## src/rtl/m_irq_pkg.sv

```systemverilog
// Shared definitions for the interrupt controller: FSM encoding, default width,
// and the CPU opcodes that drive the acknowledge/return handshakes.
package m_irq_pkg;

  typedef enum logic [1:0] {
    IDLE    = 2'd0,
    REQ     = 2'd1,
    SERVICE = 2'd2
  } irq_state_t;

  localparam int WORD_DEF = 16;

  localparam logic [3:0] INTERRUPT = 4'b0111;
  localparam logic [3:0] RETURN    = 4'b0110;

endpackage

```

## src/rtl/m_prio_enc.sv

```systemverilog
// Combinational priority encoder: the lowest set bit wins.
module m_prio_enc
  import m_irq_pkg::*;
#(
  parameter int WORD  = WORD_DEF,
  parameter int VEC_W = $clog2(WORD)
) (
  input  logic [WORD-1:0]  req,
  output logic [VEC_W-1:0] idx,
  output logic             valid
);

  // Scanning from the top lets the last hit, the lowest index, win.
  always_comb begin
    idx   = '0;
    valid = 1'b0;
    for (int i = WORD - 1; i >= 0; i--) begin
      if (req[i]) begin
        idx   = VEC_W'(i);
        valid = 1'b1;
      end
    end
  end

endmodule

```

## src/rtl/m_irq_ctrl.sv

```systemverilog
// Edge-triggered interrupt controller with pending/overflow tracking and a
// single-level IDLE -> REQ -> SERVICE handshake toward the CPU FSM.
module m_irq_ctrl
  import m_irq_pkg::*;
#(
  parameter int WORD  = WORD_DEF,
  parameter int VEC_W = $clog2(WORD)
) (
  input  logic             clk,
  input  logic             reset,
  input  logic [WORD-1:0]  irq_src,
  input  logic [WORD-1:0]  IMASK,
  input  logic             global_en,
  input  logic             irq_ack,
  input  logic             irq_ret,
  input  logic             ovf_clr,
  output logic             irq_req,
  output logic [VEC_W-1:0] irq_vec,
  output logic             in_service,
  output logic [WORD-1:0]  pending,
  output logic [WORD-1:0]  overflow
);

  irq_state_t       state, state_nxt;
  logic [VEC_W-1:0] vec_nxt;
  logic [WORD-1:0]  src_d;
  logic [WORD-1:0]  src_edge;
  logic [WORD-1:0]  ack_clr;
  logic [WORD-1:0]  ovf_set;
  logic [VEC_W-1:0] enc_idx;
  logic             enc_valid;

  m_prio_enc #(.WORD(WORD), .VEC_W(VEC_W)) u_prio_enc (
    .req   (pending & IMASK),
    .idx   (enc_idx),
    .valid (enc_valid)
  );

  // A coincident edge on the acknowledged source re-arms it and is not a lost edge.
  always_comb begin
    src_edge = irq_src & ~src_d;
    ack_clr  = '0;
    if (state == REQ && irq_ack) ack_clr[irq_vec] = 1'b1;
    ovf_set  = src_edge & pending & ~ack_clr;
  end

  always_comb begin
    state_nxt = state;
    vec_nxt   = irq_vec;
    unique case (state)
      IDLE: begin
        if (global_en && enc_valid) begin
          state_nxt = REQ;
          vec_nxt   = enc_idx;
        end
      end
      REQ: begin
        if (irq_ack)                          state_nxt = SERVICE;
        else if (!IMASK[irq_vec] || !global_en) state_nxt = IDLE;
      end
      SERVICE: begin
        if (irq_ret) state_nxt = IDLE;
      end
      default: state_nxt = IDLE;
    endcase
  end

  always_ff @(posedge clk) begin
    if (!reset) begin
      state    <= IDLE;
      irq_vec  <= '0;
      src_d    <= '0;
      pending  <= '0;
      overflow <= '0;
    end else begin
      state    <= state_nxt;
      irq_vec  <= vec_nxt;
      src_d    <= irq_src;
      pending  <= (pending & ~ack_clr) | src_edge;
      overflow <= ovf_clr ? ovf_set : (overflow | ovf_set);
    end
  end

  assign irq_req    = (state == REQ);
  assign in_service = (state == SERVICE);

endmodule
```

## config.mk

```make
export PLATFORM = sky130hd
export DESIGN_NAME = m_irq_ctrl
export DESIGN_NICKNAME = d
export VERILOG_FILES = /design/src/rtl/m_irq_pkg.sv /design/src/rtl/m_prio_enc.sv /design/src/rtl/m_irq_ctrl.sv
export SDC_FILE = /design/constraint.sdc
export NUM_CORES = 1
export LEC_CHECK = 0
export ABC_CLOCK_PERIOD_IN_PS = 4100
export CORE_MARGIN = 2
export CORE_UTILIZATION = 49
export DETAILED_ROUTE_END_ITERATION = 10
export HOLD_SLACK_MARGIN = 0.12
export PLACE_DENSITY_LB_ADDON = 0.15
export SKIP_CTS_REPAIR_TIMING = 1
export SKIP_LAST_GASP = 1
export SYNTH_ARGS = -nofsm -noshare
export SYNTH_HDL_FRONTEND = slang
export SYNTH_SLANG_ARGS = --single-unit
```

## constraint.sdc

```tcl
create_clock -name clk -period 4.1 [get_ports clk]
set_clock_uncertainty 0.15 [all_clocks]
set_input_delay 0.82 -clock clk [delete_from_list [all_inputs] [get_ports clk]]
set_output_delay 0.82 -clock clk [all_outputs]
set_load 0.01 [all_outputs]
```

* After elaboration in Yosys (flattened, before gate mapping) *
Index checks and enable logic that the tools add are counted.

storage, ports and cells
  bits in registers = 54
  output and inout port bits = 38
  word-level logic and storage cells = 73

operators by class
  order comparisons = 2
  equal/unequal tests = 5
  muxes and demuxes = 43
  bitwise gates (word level) = 9
  reductions and logical operators = 9

operator list
  operator                                                            count
  bitwise AND 16 bit                                                  5
  2-to-1 mux 4 bit                                                    16
  2-to-1 mux 16 bit                                                   2
  NOT 16 bit                                                          2
  OR 16 bit                                                           2
  2-to-1 mux 1 bit                                                    18
  2-to-1 mux 2 bit                                                    4
  one-hot mux 2 bit (3 select lines)                                  1
  less-than comparator 4 x 5 -> 1 bit (second input constant)         1
  binary-select mux 1 bit (select 4 bit)                              1
  demux 1 bit (select 4 bit)                                          1
  greater-or-equal comparator 4 x 1 -> 1 bit (second input constant)  1
  inequality test 2 bit (second input constant)                       2
  logical AND 1 bit                                                   3
  inequality test 3 x 2 -> 1 bit (second input constant)              1
  AND reduction 3 bit                                                 1
  == test 2 x 1 -> 1 bit (second input constant)                      1
  == test 2 bit (second input constant)                               1
  zero test 1 bit                                                     2
  zero test 2 bit                                                     1
  AND reduction 2 bit                                                 1
  logical OR 1 bit                                                    1

* Logic depth before layout (Yosys ltp) *
  depth in word-level cells = 20
  depth in mapped cells = 5
  depth with buffers taken out = 5

* Modules after synthesis *
Synthesis repeated with hierarchy kept, for this count alone.

unflattened totals
  cell total of the unflattened synthesis = 264
  area, all modules = 2568.7 µm²

modules (own cells, without submodules)
  module      times used  cells each  area an instance (µm²)
  m_irq_ctrl  1           231         2389.8
  m_prio_enc  1           33          178.9

* Least setup slack after synthesis *
OpenSTA, ideal clock, no wires.

  path kind = input -> register
  from = input IMASK[9]
  to = register state[0]
  library setup time = 0.130 ns
  arrival time = 1.879 ns
  data required time = 3.820 ns
  setup slack = 1.941 ns
  stages = 4
  buffers on the path = 0
  path through = mux4_1 -> mux4_2 -> nand4_1 -> o21ai_1

on the way
  longest elaborated chain between the ends = 14
  elaborated cells on any way between the ends = 19

ends and longest elaborated chain
  what                                      line              RTL
  start, declared                           m_irq_ctrl.sv:12  input logic [WORD-1:0] IMASK,
  bitwise AND 16 bit                        m_irq_ctrl.sv:34  .req (pending & IMASK),
  2-to-1 mux 1 bit (10 in series)           m_prio_enc.sv:18  if (req[i]) begin
  logical AND 1 bit                         m_irq_ctrl.sv:52  if (global_en && enc_valid) begin
  inequality test 2 bit (no source line)    -
  AND reduction 3 bit (no source line) (*)  -
  end signal, assigned                      m_irq_ctrl.sv:76  state <= state_nxt;
  end, declared                             m_irq_ctrl.sv:24  irq_state_t state, state_nxt;

Mark *: on every way between the ends. The rest lies on a longest branch, timed or not. The select of a mux whose other input is x is not followed.
A chain may end at the register's enable or synchronous reset.

* Worst setup path after layout *
  from = register irq_vec[3]
  to = output irq_vec[3]

RTL lines
  what                    line              RTL
  start, declared         m_irq_ctrl.sv:18  output logic [VEC_W-1:0] irq_vec,
  start signal, assigned  m_irq_ctrl.sv:77  irq_vec <= vec_nxt;

No word-level cell between the ends.

==> metrics.yaml <==
outcome:
  status: "completed"
sta:
  final-hold-violation-count: 0
  setup_viol_count_final: 0
  layout_min_cycle_time_ps: 2520
  rsz0062_at_grt: "false"
  slew_violations: 0
  final_min_period_over_clock_period: 0.6146
  setup_ws_ps: 1580
  totalNegativeSetupSlack_ps: 0
  worstMarginPinSlew_ps: 975.2
  max_freq_ghz: 0.3969
  timing.slew.headroom: 0.3492
global_routing:
  number_of_global_route_vias_before_repair: 1909
  grt_first_pass_wirelength_um: 9363
  antenna_found_initial: 0
  grt_max_degree: 43
  globalRouteOverflowTotal: 0
  global_route.usage.total: 0.2326
worst_setup_path:
  path_cells: "clkdlybuf4s50_1"
  cp.depth: 1
  required_arrival_time_at_the_worst_endpoint_ps: 3130
  cpLargestDelayFamily: "buffers and inverters"
  setup.worst_path.class: "flop to output pin"
  crit_path_end_kind: "output pin"
  cp_slowest_cell: "sky130_fd_sc_hd__clkdlybuf4s50_1"
  critical_path.startpoint_type: "flop"
  timing.critical_path.slowest_cell_delay_ps: 630
  reg2regPathDepth: 4
  worstPathMaxFanout: 10
  cp_num_buf_inv: 1
  worstPathArrival_ps: 1550
clock_tree:
  clkSlewWorstSetupHoldPaths_ps: 100
  clock_buffer_count_from_cts: 5
  tritoncts: "built"
  clock_path_buffers: 2
  clkLatencyLatePin_ps: 310
  clock_tree.htree_level_count: 2
  cts_root_buffer: "sky130_fd_sc_hd__clkbuf_8"
  clkSinkCount: 54
detailed_routing:
  routed-via-count: 2089
  drt_iter0_markers: 167
  finalWirelength_um: 6162
  drt_pre_antenna_iters: 4
  drcViolationCount: 0
  routed_wire_per_std_cell_um: 17.12
  routed_via_density: 5.803
  drtAntennaViolNets: 0
die:
  die_span_y_um: 72.51
  core_area_mm2: 0.004444
  boundaryPins: 76
  die_x_um: 72.51
  fp.dieArea_mm2: 0.005257
  floorplan.initialDensity: 0.5175
  floorplan.rows: 24
layout:
  share_of_final_layout_standard_cells_stronger_than_drive_strength_1: 0.06494
  multi_input_area_mm2: 0.001166
  final_common_cell: "sky130_fd_sc_hd__clkdlybuf4s50_1"
  final_cells: 360
  final-seq-area_mm2: 0.001081
  final_net_count: 345
  area_growth_pct: 38.79
  num-fill-cells: 365
  insertedDiodeCount: 0
  layout.cells.most_common_list: "sky130_fd_sc_hd__clkdlybuf4s50_1 (75), sky130_fd_sc_hd__dfxtp_1 (54), sky130_fd_sc_hd__nand2_1 (17)"
run:
  maxCapViolations: 0
synthesis:
  post_synth_inst_count: 235
  synth_fp_nets: 273
  netlist-cell-type-count: 34
  part_of_the_yosys_area_used_for_sequential_elements: 0.4701
  synth-seq-cells: 54
  number_of_warnings_printed_during_yosys_synthesis: 0
  mean_syn_cell_area_um2: 9.786
  netlist_area_before_placement_mm2: 0.002300
min_path:
  worst_hold_path_type: "flop to flop"
  holdPathStages: 2
power_and_ir_drop:
  netSwitchingFraction: 0.2640
  vdd_ir_drop_max_mv: 0.2610
  power_frac_seq: 0.499
  comb_power_share: 0.192
  net-switching-power_w: 0.0003126
  p_int_w: 0.0008714
  power.leakage_nw: 1.165
  pwr-share-clk: 0.309
  cell_area_power_density_mw_per_mm2: 371.0
place:
  place_congestion: 0.8831
  dp_worst_setup_slack_ps: 1279
  detailed_place_hpwl_um: 4567
  post-place-cells: 352
  port-buffer-count: 75
[routing by layer]
layer	part of all wire	track usage	up-vias	routed length, µm
met1	0.46	0.3248	987	2842
met3	0.080	0.04861	5	493
met5	0	0	-	0
met2	0.45	0.3812	88	2791
li1	-	-	1009	-
met4	0.0057	0.03704	0	35
[power groups by stage]
stage | Clock [W] | Sequential [W] | Combinational, W
floorplan | 0 | 0.000599 | 0.000111
global placement | 0 | 0.000602 | 0.000227
detailed placement | 0 | 0.000603 | 0.000227
CTS | 0.000370 | 0.000591 | 0.000229
global route | 0.000388 | 0.000595 | 0.000246
finish | 0.000366 | 0.000590 | 0.000228
[logic make-up after synthesis]
group	count (synthesis)	share of synthesized area
AO/OA/AOI/OAI	68	0.2127
buffers and inverters	12	0.02285
flip-flops	54	0.4701
multiplexers	5	0.05386
AND/OR/NAND/NOR	96	0.2405
[cell usage after synthesis]
| library cell | n | area (µm²) |
|---|---|---|
| sky130_fd_sc_hd__dfxtp_1 | 54 | 1081 |
| sky130_fd_sc_hd__nand2_1 | 17 | 63.81 |
| sky130_fd_sc_hd__and2_1 | 16 | 100.1 |
| sky130_fd_sc_hd__nand2b_1 | 13 | 81.33 |
| sky130_fd_sc_hd__a21oi_1 | 12 | 60.06 |
| sky130_fd_sc_hd__o21a_1 | 11 | 82.58 |
| sky130_fd_sc_hd__o31ai_1 | 11 | 82.58 |
| sky130_fd_sc_hd__nand3b_1 | 10 | 75.07 |
| sky130_fd_sc_hd__nor2b_1 | 10 | 62.56 |
| sky130_fd_sc_hd__clkbuf_1 | 9 | 33.78 |
| sky130_fd_sc_hd__o21ai_0 | 9 | 45.04 |
| sky130_fd_sc_hd__nor2_1 | 8 | 30.03 |
| sky130_fd_sc_hd__nor3b_1 | 8 | 60.06 |
| sky130_fd_sc_hd__a31o_2 | 7 | 61.31 |
| sky130_fd_sc_hd__nand3_1 | 7 | 35.03 |
| sky130_fd_sc_hd__a22oi_1 | 6 | 45.04 |
| sky130_fd_sc_hd__a31oi_1 | 3 | 18.77 |
| sky130_fd_sc_hd__mux4_1 | 3 | 78.83 |
| sky130_fd_sc_hd__nand4_1 | 3 | 18.77 |
| sky130_fd_sc_hd__a32o_1 | 2 | 20.02 |
| sky130_fd_sc_hd__mux4_2 | 2 | 45.04 |
| sky130_fd_sc_hd__or3_1 | 2 | 12.51 |
| sky130_fd_sc_hd__a211oi_1 | 1 | 7.510 |
| sky130_fd_sc_hd__a22o_1 | 1 | 8.760 |
| sky130_fd_sc_hd__a32oi_1 | 1 | 8.760 |
| sky130_fd_sc_hd__buf_1 | 1 | 3.750 |
| sky130_fd_sc_hd__buf_6 | 1 | 11.26 |
| sky130_fd_sc_hd__inv_1 | 1 | 3.750 |
| sky130_fd_sc_hd__o211ai_1 | 1 | 7.510 |
| sky130_fd_sc_hd__o21ai_1 | 1 | 5.000 |
| sky130_fd_sc_hd__o41ai_1 | 1 | 8.760 |
| sky130_fd_sc_hd__o41ai_4 | 1 | 27.53 |
| sky130_fd_sc_hd__or2_2 | 1 | 6.260 |
| sky130_fd_sc_hd__or2b_1 | 1 | 7.510 |
[cell type report]
cell class | count | area share
tap | 52 | 0.02038
sequential | 54 | 0.3387
inverter | 1 | 0.001176
timing repair buffer | 76 | 0.2376
multi-input combinational | 169 | 0.3653
clock inverter | 3 | 0.01529
clock buffer | 5 | 0.02156
[registers in the layout, summed over array words and instances (netlist names)]
signal,cells
irq_vec,4
overflow,16
pending,16
src_d,16
state,2
[path summary, 6_finish.rpt]
check                           from                      to  slack, ps
max          irq_vec[3]$_SDFFE_PN0P_              irq_vec[3]       1580
min           overflow[0]$_SDFF_PN0_  overflow[0]$_SDFF_PN0_        340
max reg2reg  irq_vec[3]$_SDFFE_PN0P_   state[0]$_SDFFE_PN0P_       1890
min reg2reg   overflow[0]$_SDFF_PN0_  overflow[0]$_SDFF_PN0_        340
[through the flow]
| step | instance area [µm²] | util | power, W | hold WS [ps] |
|---|---|---|---|---|
| 2_1_floorplan | 2300 | - | 0.0007098 | 338.1 |
| 4_1_cts | 3192 | 0.7182 | 0.001189 | 346.4 |
| 5_1_grt | 3192 | 0.7182 | 0.001229 | 371.9 |
| 3_5_place_dp | 3074 | 0.6917 | 0.0008291 | 330.3 |
| 3_3_place_gp | 3074 | 0.6917 | 0.0008291 | 319.3 |
| 6_report | 3192 | 0.7182 | 0.001184 | 337.1 |
(Power assumes the default switching activity.)
